--- src/rtl/sram_extern_ctrl_pkg.sv ---
// Shared types and helpers for the external async SRAM controller.
// Latency: none (declarations only).
// Backpressure: none (declarations only).
package sram_extern_ctrl_pkg;

    // One-hot FSM encoding: each strobe decodes from a single state bit
    typedef enum logic [4:0] {
        ST_IDLE   = 5'b00001,
        ST_SETUP  = 5'b00010,
        ST_ACCESS = 5'b00100,
        ST_DONE   = 5'b01000,
        ST_TURN   = 5'b10000
    } state_t;

    // Wait/turnaround counters cover the 1..15 access-cycle range
    localparam int WCNT_W = 4;

    // Address bits appended for the beat index (0 when one beat per bus word)
    function automatic int beat_addr_w(input int ratio);
        return (ratio > 1) ? $clog2(ratio) : 0;
    endfunction

    // Storage width of the beat register; kept at least 1 bit so it is declarable
    function automatic int beat_reg_w(input int ratio);
        return (ratio > 1) ? $clog2(ratio) : 1;
    endfunction

endpackage

--- src/rtl/sram_extern_ctrl_if.sv ---
// SoC bus slave port of the SRAM controller: request, write data, read data, stall.
// Latency: none (wiring only).
// Backpressure: wait_bus stalls the master, which holds its request while it is high.
interface sram_extern_ctrl_if #(
    parameter int BUS_AW = 10,
    parameter int BUS_DW = 32
);
    logic [BUS_AW-1:0]   address_bus;
    logic [BUS_DW/8-1:0] byteena_bus;
    logic [BUS_DW-1:0]   data_bus;
    logic                wren_bus;
    logic                ce_bus;
    logic [BUS_DW-1:0]   q_bus;
    logic                wait_bus;

    modport master (
        output address_bus, byteena_bus, data_bus, wren_bus, ce_bus,
        input  q_bus, wait_bus
    );

    modport slave (
        input  address_bus, byteena_bus, data_bus, wren_bus, ce_bus,
        output q_bus, wait_bus
    );
endinterface

--- src/rtl/sram_ext_lane_mux.sv ---
// Selects the write-data/byte-enable lane for the current beat and flags live beats.
// Latency: purely combinational.
// Backpressure: none; follows the beat index driven by the controller FSM.
module sram_ext_lane_mux #(
    parameter int BUS_DW = 32,
    parameter int RAM_DW = 16,
    parameter int BIW    = 1
) (
    input  logic [BIW-1:0]               i_beat,
    input  logic [BUS_DW-1:0]            i_data,
    input  logic [BUS_DW/8-1:0]          i_byteena,
    input  logic                         i_wren,
    output logic [RAM_DW-1:0]            o_data,
    output logic [RAM_DW/8-1:0]          o_byteena,
    output logic [BUS_DW/RAM_DW-1:0]     o_beat_act,
    output logic [BUS_DW/RAM_DW-1:0]     o_rd_en
);
    localparam int RATIO = BUS_DW / RAM_DW;
    localparam int BE_W  = RAM_DW / 8;

    // Lane k carries bus bits [k*RAM_DW +: RAM_DW]; writes with an empty byte mask are dead beats
    always_comb begin
        o_data     = '0;
        o_byteena  = '0;
        o_beat_act = '0;
        o_rd_en    = '0;
        for (int k = 0; k < RATIO; k++) begin
            o_beat_act[k] = !i_wren || (|i_byteena[k*BE_W +: BE_W]);
            if (i_beat == BIW'(k)) begin
                o_data     = i_data[k*RAM_DW +: RAM_DW];
                o_byteena  = i_byteena[k*BE_W +: BE_W];
                o_rd_en[k] = 1'b1;
            end
        end
    end
endmodule

--- src/rtl/sram_extern_ctrl.sv ---
// Async SRAM controller: one bus access -> BUS_DW/RAM_DW SETUP+ACCESS beats; SRAM_EXT_RUNTIME_WS_EN adds i_ws_cfg.
// Latency: DONE at 1 + N*(1+WAIT) cycles after acceptance (N = executed beats), then TURN_CYC idle cycles.
// Backpressure: wait_bus = ce_bus except in DONE; the request must stay stable while stalled.
module sram_extern_ctrl
    import sram_extern_ctrl_pkg::*;
#(
    parameter  int BUS_AW   = 10,
    parameter  int BUS_DW   = 32,
    parameter  int RAM_DW   = 16,
    parameter  int WAIT_CYC = 2,
    parameter  int TURN_CYC = 1,
    localparam int RATIO    = BUS_DW / RAM_DW,
    localparam int AEXT     = beat_addr_w(RATIO),
    localparam int BIW      = beat_reg_w(RATIO)
) (
    input  logic                     clock,
    input  logic                     rst,
`ifdef SRAM_EXT_RUNTIME_WS_EN
    input  logic [3:0]               i_ws_cfg,
`endif
    sram_extern_ctrl_if.slave        bus,
    output logic [BUS_AW+AEXT-1:0]   o_address_ram,
    output logic [RAM_DW/8-1:0]      o_byteena_ram,
    output logic [RAM_DW-1:0]        o_data_ram,
    output logic                     o_data_oe_tri,
    output logic                     o_wren_ram,
    output logic                     o_ce_ram,
    output logic                     o_oe_ram,
    input  logic [RAM_DW-1:0]        i_q_ram
);
    localparam logic [WCNT_W-1:0] WAIT_LAST = WCNT_W'(WAIT_CYC - 1);
    localparam logic [WCNT_W-1:0] TURN_LAST = (TURN_CYC > 0) ? WCNT_W'(TURN_CYC - 1) : '0;

    state_t              r_state, w_state_nxt;
    logic [BIW-1:0]      r_beat, w_beat_nxt;
    logic [WCNT_W-1:0]   r_wcnt, w_wcnt_nxt;
    logic [BUS_DW-1:0]   r_q;
    logic                w_accept;
    logic                w_sample;
    logic                w_srch_found;
    logic [BIW-1:0]      w_srch_beat;
    logic [WCNT_W-1:0]   w_ws_last;
    logic [RATIO-1:0]    w_beat_act;
    logic [RATIO-1:0]    w_rd_en;

    sram_ext_lane_mux #(
        .BUS_DW (BUS_DW),
        .RAM_DW (RAM_DW),
        .BIW    (BIW)
    ) u_lane_mux (
        .i_beat     (r_beat),
        .i_data     (bus.data_bus),
        .i_byteena  (bus.byteena_bus),
        .i_wren     (bus.wren_bus),
        .o_data     (o_data_ram),
        .o_byteena  (o_byteena_ram),
        .o_beat_act (w_beat_act),
        .o_rd_en    (w_rd_en)
    );

`ifdef SRAM_EXT_RUNTIME_WS_EN
    logic [WCNT_W-1:0] r_ws;

    // Latch the per-transaction access length when a request is accepted; 0 means 1
    always_ff @(posedge clock or posedge rst) begin
        if (rst) begin
            r_ws <= 4'd1;
        end else if (w_accept) begin
            r_ws <= (i_ws_cfg == 4'd0) ? 4'd1 : i_ws_cfg;
        end
    end

    assign w_ws_last = r_ws - 4'd1;
`else
    assign w_ws_last = WAIT_LAST;
`endif

    // Lowest live beat at or above the search start: 0 on acceptance, beat+1 after an ACCESS
    always_comb begin
        int start;
        start        = (r_state == ST_ACCESS) ? int'(r_beat) + 1 : 0;
        w_srch_found = 1'b0;
        w_srch_beat  = '0;
        for (int k = RATIO - 1; k >= 0; k--) begin
            if (w_beat_act[k] && (k >= start)) begin
                w_srch_found = 1'b1;
                w_srch_beat  = BIW'(k);
            end
        end
    end

    // FSM next state, beat and wait counter; the last TURN cycle may accept the next request directly
    always_comb begin
        w_state_nxt = r_state;
        w_beat_nxt  = r_beat;
        w_wcnt_nxt  = r_wcnt;
        w_accept    = 1'b0;
        w_sample    = 1'b0;
        case (r_state)
            ST_IDLE: begin
                w_accept = bus.ce_bus;
            end
            ST_SETUP: begin
                w_state_nxt = ST_ACCESS;
                w_wcnt_nxt  = '0;
            end
            ST_ACCESS: begin
                if (r_wcnt == w_ws_last) begin
                    w_sample = !bus.wren_bus;
                    if (w_srch_found) begin
                        w_state_nxt = ST_SETUP;
                        w_beat_nxt  = w_srch_beat;
                    end else begin
                        w_state_nxt = ST_DONE;
                        w_beat_nxt  = '0;
                    end
                end else begin
                    w_wcnt_nxt = r_wcnt + 1'b1;
                end
            end
            ST_DONE: begin
                w_beat_nxt  = '0;
                w_wcnt_nxt  = '0;
                w_state_nxt = (TURN_CYC > 0) ? ST_TURN : ST_IDLE;
            end
            ST_TURN: begin
                if (r_wcnt == TURN_LAST) begin
                    w_state_nxt = ST_IDLE;
                    w_accept    = bus.ce_bus;
                end else begin
                    w_wcnt_nxt = r_wcnt + 1'b1;
                end
            end
            default: begin
                w_state_nxt = ST_IDLE;
            end
        endcase
        // A write with no enabled bytes has no beats and completes straight away
        if (w_accept) begin
            if (w_srch_found) begin
                w_state_nxt = ST_SETUP;
                w_beat_nxt  = w_srch_beat;
            end else begin
                w_state_nxt = ST_DONE;
                w_beat_nxt  = '0;
            end
        end
    end

    // State, beat index and wait counter registers
    always_ff @(posedge clock or posedge rst) begin
        if (rst) begin
            r_state <= ST_IDLE;
            r_beat  <= '0;
            r_wcnt  <= '0;
        end else begin
            r_state <= w_state_nxt;
            r_beat  <= w_beat_nxt;
            r_wcnt  <= w_wcnt_nxt;
        end
    end

    // Capture SRAM read data into the lane of the current beat on its last ACCESS cycle
    always_ff @(posedge clock or posedge rst) begin
        if (rst) begin
            r_q <= '0;
        end else if (w_sample) begin
            for (int k = 0; k < RATIO; k++) begin
                if (w_rd_en[k]) begin
                    r_q[k*RAM_DW +: RAM_DW] <= i_q_ram;
                end
            end
        end
    end

    // Strobes decode from state so reset removes them asynchronously
    always_comb begin
        o_ce_ram      = (r_state == ST_SETUP) || (r_state == ST_ACCESS);
        o_oe_ram      = (r_state == ST_ACCESS) && !bus.wren_bus;
        o_wren_ram    = (r_state == ST_ACCESS) && bus.wren_bus;
        o_data_oe_tri = o_ce_ram && bus.wren_bus;
        bus.wait_bus  = bus.ce_bus && (r_state != ST_DONE);
        bus.q_bus     = r_q;
    end

    generate
        if (AEXT > 0) begin : g_addr_beat
            assign o_address_ram = {bus.address_bus, r_beat};
        end else begin : g_addr_flat
            assign o_address_ram = bus.address_bus;
        end
    endgenerate

endmodule

--- src/flat_wrapper.sv ---
// flat-port wrapper written by rule: the top's interface ports become plain ports
module sram_extern_ctrl_flat import sram_extern_ctrl_pkg::*;
#(
    parameter  int BUS_AW   = 10,
    parameter  int BUS_DW   = 32,
    parameter  int RAM_DW   = 16,
    parameter  int WAIT_CYC = 2,
    parameter  int TURN_CYC = 1,
    localparam int RATIO    = BUS_DW / RAM_DW,
    localparam int AEXT     = beat_addr_w(RATIO),
    localparam int BIW      = beat_reg_w(RATIO)
)
  (clock, rst, o_address_ram, o_byteena_ram, o_data_ram, o_data_oe_tri, o_wren_ram, o_ce_ram, o_oe_ram, i_q_ram, bus_address_bus, bus_byteena_bus, bus_data_bus, bus_wren_bus, bus_ce_bus, bus_q_bus, bus_wait_bus);
  sram_extern_ctrl_if #(.BUS_AW(BUS_AW), .BUS_DW(BUS_DW)) bus_i ();
  input  logic clock;
  input  logic rst;
  output logic [BUS_AW+AEXT-1:0] o_address_ram;
  output logic [RAM_DW/8-1:0] o_byteena_ram;
  output logic [RAM_DW-1:0] o_data_ram;
  output logic o_data_oe_tri;
  output logic o_wren_ram;
  output logic o_ce_ram;
  output logic o_oe_ram;
  input  logic [RAM_DW-1:0] i_q_ram;
  input wire logic [$bits(bus_i.address_bus)-1:0] bus_address_bus;
  input wire logic [$bits(bus_i.byteena_bus)-1:0] bus_byteena_bus;
  input wire logic [$bits(bus_i.data_bus)-1:0] bus_data_bus;
  input wire logic [$bits(bus_i.wren_bus)-1:0] bus_wren_bus;
  input wire logic [$bits(bus_i.ce_bus)-1:0] bus_ce_bus;
  output wire logic [$bits(bus_i.q_bus)-1:0] bus_q_bus;
  output wire logic [$bits(bus_i.wait_bus)-1:0] bus_wait_bus;
  assign bus_i.address_bus = bus_address_bus;
  assign bus_i.byteena_bus = bus_byteena_bus;
  assign bus_i.data_bus = bus_data_bus;
  assign bus_i.wren_bus = bus_wren_bus;
  assign bus_i.ce_bus = bus_ce_bus;
  assign bus_q_bus = bus_i.q_bus;
  assign bus_wait_bus = bus_i.wait_bus;
  sram_extern_ctrl #(.BUS_AW(BUS_AW), .BUS_DW(BUS_DW), .RAM_DW(RAM_DW), .WAIT_CYC(WAIT_CYC), .TURN_CYC(TURN_CYC)) u_core (.clock(clock), .rst(rst), .bus(bus_i), .o_address_ram(o_address_ram), .o_byteena_ram(o_byteena_ram), .o_data_ram(o_data_ram), .o_data_oe_tri(o_data_oe_tri), .o_wren_ram(o_wren_ram), .o_ce_ram(o_ce_ram), .o_oe_ram(o_oe_ram), .i_q_ram(i_q_ram));
endmodule
--- config.mk ---
export PLATFORM = sky130hd
export DESIGN_NAME = sram_extern_ctrl_flat
export DESIGN_NICKNAME = d
export VERILOG_FILES = /design/src/rtl/sram_extern_ctrl_pkg.sv /design/src/rtl/sram_extern_ctrl_if.sv /design/src/rtl/sram_ext_lane_mux.sv /design/src/rtl/sram_extern_ctrl.sv /design/src/flat_wrapper.sv
export SDC_FILE = /design/constraint.sdc
export NUM_CORES = 1
export LEC_CHECK = 0
export ABC_AREA = 1
export CAP_MARGIN = 20
export CORE_MARGIN = 2
export CORE_UTILIZATION = 30
export CTS_CLUSTER_DIAMETER = 100
export CTS_CLUSTER_SIZE = 12
export DETAILED_ROUTE_END_ITERATION = 6
export PLACE_DENSITY = 0.65
export SYNTH_ARGS = -nofsm -noshare
export SYNTH_HDL_FRONTEND = slang
export SYNTH_SLANG_ARGS = --single-unit
--- constraint.sdc ---
create_clock -name clock -period 2.12 [get_ports clock]
set_input_delay 0.424 -clock clock [delete_from_list [all_inputs] [get_ports clock]]
set_output_delay 0.424 -clock clock [all_outputs]
set_load 0.005 [all_outputs]
==> results of run 1 <==
cell families after synthesis:
logic type,Yosys count,synth area share (%)
flip-flops,42,44.9
adder cells (fa/ha/maj),3,1.60
buffers and inverters,43,9.45
AND/OR/NAND/NOR,204,36.0
AO/OA/AOI/OAI,34,7.26
XOR/XNOR,2,0.748
worst paths after layout:
path	slack, ps	endpoint	from	cells past startpoint
worst max-delay path	100	o_data_oe_tri	u_core.r_state[4]	7
worst min-delay path	470	u_core.r_beat	rst	3
worst max register to register	340	u_core.bus.q_bus[25]	u_core.r_state[1]	8
worst min register to register	480	u_core.bus.q_bus[31]	u_core.bus.q_bus[31]	2
max in group asynchronous	1390	u_core.r_state[0]	rst	3
min in group clock	480	u_core.bus.q_bus[31]	u_core.bus.q_bus[31]	2
flip-flops by register name, indices dropped and copies added (netlist names):
signal,flops
u_core.r_wcnt,4
u_core.bus.q_bus,32
u_core.r_state,5
u_core.r_beat,1
through the flow:
| step | cells | utilization (%) |
|---|---|---|
| 2_1_floorplan | 328 | - |
| 3_3_place_gp | 526 | 45.9 |
| 3_5_place_dp | 526 | 45.9 |
| 4_1_cts | 540 | 48.1 |
| 5_1_grt | 543 | 48.9 |
| 6_report | 543 | 48.9 |
synth_stat cells:
master	number
xor2_1	1
clkbuf_1	7
inv_1	20
buf_6	2
dfstp_2	1
dfrtp_1	41
nand4_4	1
nand2_4	1
o21ai_0	19
xnor2_1	1
o21ai_1	15
nand2_1	154
nand3_1	15
clkbuf_2	3
nor2_4	4
ha_1	3
buf_4	11
nor2_1	27
nand4_1	2
worst max-delay path: cells and delay by family (launching register included):
family | cells | cell delay (ps)
buffers and inverters | 3 | 460
flip-flops | 1 | 450
AND/OR/NAND/NOR | 4 | 400
area by class of cell:
class / count / area share (%)
clock inverters: 2 / 1.00
inverters: 20 / 2.11
clock buffers: 6 / 1.94
repair buffers: 128 / 34.2
flip-flops and latches: 42 / 28.2
multi-input cells: 243 / 29.1
well taps: 102 / 3.42
power groups by stage:
stage	clock, uW	combinational, uW	sequential, uW
floorplan	0	836	1100
global placement	0	1650	1100
detailed placement	0	1680	1110
CTS	643	1760	1100
global route	685	2040	1120
finish	630	1840	1100
repair_timing:
item | in CTS | in global routing
gates resized for setup | 12 | 10
endpoints found under the setup margin | 21 | 21
pin swaps | 3 | 2
cloned | 0 | 0
setup buffers | 6 | 3
per-layer routing:
metal,routed length [um],up-vias
met1,3040,1135
met2,3420,83
met3,381,18
met5,0,-
met4,149,0
li1,-,1233
==> impl_metrics.json, run 1 <==
{
  "cts_tree": "done",
  "gp_congestion": 0.816,
  "yosysSeqAreaShare_pct": 44.9,
  "overflow": 0,
  "whs_ps": 468,
  "postSynthAreaPerCell_sq_um": 7.14,
  "placed_cell_area_sq_um": 3510,
  "tightest_slew_ps": 404,
  "fillers": 761,
  "clk_pin_slew_ps": 80,
  "diodes": 0,
  "hold_viol_final": 0,
  "switching_share_pct": 36.8,
  "worst_slack_ps": 104,
  "dieWidth_um": 92.4,
  "switching_power_uw": 1320,
  "syn_nets": 397,
  "yosysTopAreaCell": "dfrtp_1",
  "drt_iter0_drc": 138,
  "ios": 132,
  "p_leak_uw": 0.00194,
  "end_kind": "primary output",
  "drive_above_1_share_pct": 9.30,
  "ctsRootBufferMaster": "clkbuf_8",
  "p_int_uw": 2260,
  "tns_ps": 0,
  "relSlewSlack_pct": 73.0,
  "use_met3_pct": 3.42,
  "synthDistinctLibCells": 19,
  "final_common_cell": "nand2_1",
  "initial_core_util_pct": 30.6,
  "netlist_top_cells_area": "dfrtp_1 44%, nand2_1 25%, nor2_1 4.3%, o21ai_0 4.1%, buf_4 3.5%",
  "path_cells": "inv_2 -> nand3_1 -> nor2_2 -> nor2_2 -> buf_4 -> nor2_1 -> clkdlybuf4s15_1",
  "max_freq_ghz": 0.496,
  "crit_type": "flop to primary output",
  "final_cell_mix": "153 x nand2_1, 106 x clkdlybuf4s50_1, 39 x dfrtp_1",
  "numCtsBuffers": 5,
  "synthesis.area_sq_um": 2340,
  "pwr-share-seq_pct": 30.8,
  "hpwl_mm": 5.04,
  "finalSetupViolCount": 0,
  "slew_violations": 0,
  "vias": 2469,
  "worst_ep_arrival_time_ps": 1590,
  "skew_ps": 6.70,
  "critPathRequiredTime_ps": 1700,
  "vias_per_cell": 4.55,
  "grt.total_usage_pct": 16.2,
  "syn_inst": 328,
  "dieArea_sq_um": 8530,
  "grt_setup_unrepaired": "no",
  "start_kind": "flop",
  "wire_per_inst_um": 12.9,
  "core_area_sq_um": 7650,
  "fin_crit_ps": 2020,
  "syn2layout_area_growth_pct": 59.4,
  "grt_pass1_wl_mm": 11.1,
  "worstSkewPairLatency_ps": 290,
  "critical_path.most_common_cell": "nor2_2",
  "totalWireLength_mm": 6.99,
  "ir_drop_v": 0.000434,
  "worstPathMaxFanout": 5,
  "antenna_found_initial": 0,
  "drc": 0,
  "yosysTopAreaCellShare_pct": 43.8,
  "clockBufferDepth": 2,
  "use_met1_pct": 20.1,
  "antenna_left": 0,
  "postCtsHoldBufs": 0,
  "multi_input_area_sq_um": 1090,
  "grt_start_max_net_pins": 43,
  "grt_pass1_vias": 2362,
  "min_path_type": "primary input to async pin",
  "use_met2_pct": 27.6,
  "h-tree-depth": 2,
  "outcome": "finished clean",
  "powerDensity_nw_per_um2": 957,
  "pre_cts_ws_ps": 31.8,
  "fin_area_sq_um": 3740,
  "yosysWarnings": 0,
  "finalCritPeriodShare_pct": 95.1,
  "ff_latch_area_sq_um": 1050,
  "nets": 509,
  "p_clk_share_pct": 17.6,
  "ys_seq_elements": 42,
  "firstDrtPassIters": 4,
  "row_count": 32,
  "busiest_layer": "met2",
  "crit_slowest_cell": "dfrtp_2",
  "maxCapViolations": 0,
  "port_buffers": 111,
  "fp.dieH_um": 92.4,
  "comb_power_share_pct": 51.6,
  "cts_sinks": 42,
  "power_uw": 3570,
  "cp_slowest_stage_delay_ps": 450
}
(Power assumes the default switching activity.)
==> run 2: changes to the inputs <==
- ABC_AREA: 1 -> 0
- PLACE_DENSITY: 0.65 -> 0.71
==> impl_metrics.json, run 2 <==
{
  "clockBufferDepth": 2,
  "largest_reg_flops": 32,
  "end_kind": "flop",
  "core_area_sq_um": 7610,
  "cts_tree": "done",
  "drive_above_1_share_pct": 31.9,
  "p_leak_uw": 0.00165,
  "final_common_cell": "clkdlybuf4s50_1",
  "grt_pass1_wl_mm": 9.06,
  "yosysMostFrequentCell": "dfrtp_1",
  "netlist_top_cells_area": "dfrtp_1 44%, mux2_2 19%, mux2_4 6.5%, buf_4 3.9%, ha_1 1.6%",
  "ir_drop_v": 0.000317,
  "whs_ps": 439,
  "fin_crit_ps": 2080,
  "gp_congestion": 0.828,
  "yosys-top-cells-count": "41 x dfrtp_1, 40 x mux2_2, 12 x buf_4",
  "finalSetupViolCount": 0,
  "slew_violations": 0,
  "use_met3_pct": 3.62,
  "cts_sinks": 42,
  "worstPathMaxFanout": 16,
  "use_met2_pct": 23.6,
  "nets": 375,
  "grt_setup_unrepaired": "yes",
  "ctsRootBufferMaster": "clkbuf_8",
  "busiest_layer": "met2",
  "ys.flop_type": "dfrtp_1",
  "postCtsHoldBufs": 0,
  "yosysSeqAreaShare_pct": 45.5,
  "dieArea_sq_um": 8430,
  "skew_ps": 12.8,
  "yosysTopAreaCell": "dfrtp_1",
  "antenna_found_initial": 0,
  "yosysTopAreaCellShare_pct": 44.4,
  "maxCapViolations": 0,
  "ios": 132,
  "hpwl_mm": 4.30,
  "drt_iter0_drc": 38,
  "tightest_slew_ps": 651,
  "critPathRequiredTime_ps": 2290,
  "antenna_left": 0,
  "grt.total_usage_pct": 13.3,
  "grt_start_max_net_pins": 19,
  "diodes": 0,
  "yosysWarnings": 0,
  "synth_edf_count": 0,
  "powerDensity_nw_per_um2": 867,
  "overflow": 0,
  "firstDrtPassIters": 4,
  "worstSkewPairLatency_ps": 290,
  "wire_per_inst_um": 13.5,
  "vias": 1856,
  "clk_pin_slew_ps": 90,
  "cp_num_buf_inv": 3,
  "fin_util_pct": 48.8,
  "outcome": "finished clean",
  "vias_per_cell": 4.54,
  "start_kind": "flop",
  "totalWireLength_mm": 5.52,
  "pre_cts_ws_ps": -121,
  "ys_seq_elements": 42,
  "synthesis.area_sq_um": 2310,
  "max_freq_ghz": 0.481,
  "synthArstFlopShare_pct": 100,
  "initial_core_util_pct": 30.4,
  "use_met1_pct": 15.6,
  "finalCritPeriodShare_pct": 98.0,
  "worst_ep_arrival_time_ps": 2250,
  "relSlewSlack_pct": 56.3,
  "path_cells": "inv_2 -> ha_1 -> or3b_4 -> buf_4 -> nor4_4 -> buf_12 -> mux2_2",
  "postSynthAreaPerCell_sq_um": 12.6,
  "min_path_type": "primary input to async pin",
  "grt_pass1_vias": 1980,
  "cp_slowest_stage_delay_ps": 390,
  "syn2layout_area_growth_pct": 60.5,
  "port_buffers": 111,
  "fp.dieH_um": 91.8,
  "row_count": 32,
  "h-tree-depth": 2,
  "syn_nets": 252,
  "cp_top_family": "simple AND/OR/NAND/NOR gates",
  "numCtsBuffers": 5,
  "final_cell_mix": "104 x clkdlybuf4s50_1, 40 x mux2_2, 39 x dfrtp_1",
  "drc": 0,
  "worst_slack_ps": 42.9,
  "crit_slowest_cell": "dfrtp_1",
  "dieWidth_um": 91.8,
  "hold_viol_final": 0,
  "syn_inst": 183,
  "synthDistinctLibCells": 48,
  "crit_type": "flop to flop"
}
==> run 2: changes by cell type after synthesis, sizes merged, moves of 10 or more <==
cell	previous run	this run
nand3	15	5
inv	20	5
o21ai	34	3
nand2	155	6
nor2	31	4
mux2	0	50
==> run 2: logic make-up after synthesis <==
logic type               count (synthesis)  synth area share (%)
AND/OR/NAND/NOR                         40                  11.8
XOR/XNOR                                 3                  1.14
flip-flops                              42                  45.5
multiplexers                            52                  26.8
AO/OA/AOI/OAI                           18                  5.90
adder cells (fa/ha/maj)                  3                  1.62
buffers and inverters                   25                  7.20
==> run 2: what timing repair did <==
| item | in CTS | in global routing |
|---|---|---|
| endpoints found under the hold margin | 0 | 0 |
| setup buffers | 5 | 3 |
| gates resized for setup | 9 | 5 |
| pin swaps | 3 | 2 |
| setup endpoints to repair | 5 | 43 |
==> run 2: worst paths after layout <==
check / start / to / slack, ps / cells after the start
hold reg to reg: u_core.bus.q_bus[8] / u_core.bus.q_bus[8] / 510 / 1
max in group asynchronous: rst / u_core.bus.q_bus[1] / 1100 / 3
setup reg to reg: u_core.r_wcnt[1] / u_core.bus.q_bus[9] / 40 / 7
min in group clock: u_core.bus.q_bus[8] / u_core.bus.q_bus[8] / 510 / 1
setup / recovery: u_core.r_wcnt[1] / u_core.bus.q_bus[9] / 40 / 7
hold / removal: rst / u_core.r_wcnt[0] / 440 / 2
==> run 2: final cells by class <==
| cell class | count | area, sq um |
|---|---|---|
| fillers | 696 | 3900 |
| flip-flops and latches | 42 | 1050 |
| repair buffers | 136 | 1320 |
| clock inverters | 2 | 13.8 |
| inverters | 5 | 18.8 |
| multi-input cells | 116 | 1110 |
| clock buffers | 6 | 72.6 |
| well taps | 102 | 128 |
==> run 2: power breakdown <==
group          leakage [uW]  switching, uW  internal (uW)
clock network     0.0000452            272            232
registers          0.000540            118            977
logic               0.00106            554           1060
==> run 2: metal layers <==
layer	routed length, um	share of wire [%]	vias up
li1	-	-	885
met1	2320	42	893
met2	2750	50	74
met3	399	7.2	4
met4	51	0.92	0
met5	0	0	-
==> run 2: per-stage QoR <==
step / power, uW / cells / setup TNS [ps] / area (sq um)
2_1_floorplan: 1840 / 183 / -250 / 2310
3_3_place_gp: 2610 / 393 / -1200 / 3540
3_5_place_dp: 2640 / 393 / -1930 / 3540
4_1_cts: 3210 / 406 / 0 / 3670
5_1_grt: 3430 / 409 / -373 / 3710
6_report: 3220 / 409 / 0 / 3710
==> run 2: worst reg2reg max path, stage by stage, from the launching register on <==
cell	delay, ps
dfrtp_1	390
inv_2	70
ha_1	140
or3b_4	380
buf_4	160
nor4_4	270
buf_12	200
mux2_2	350
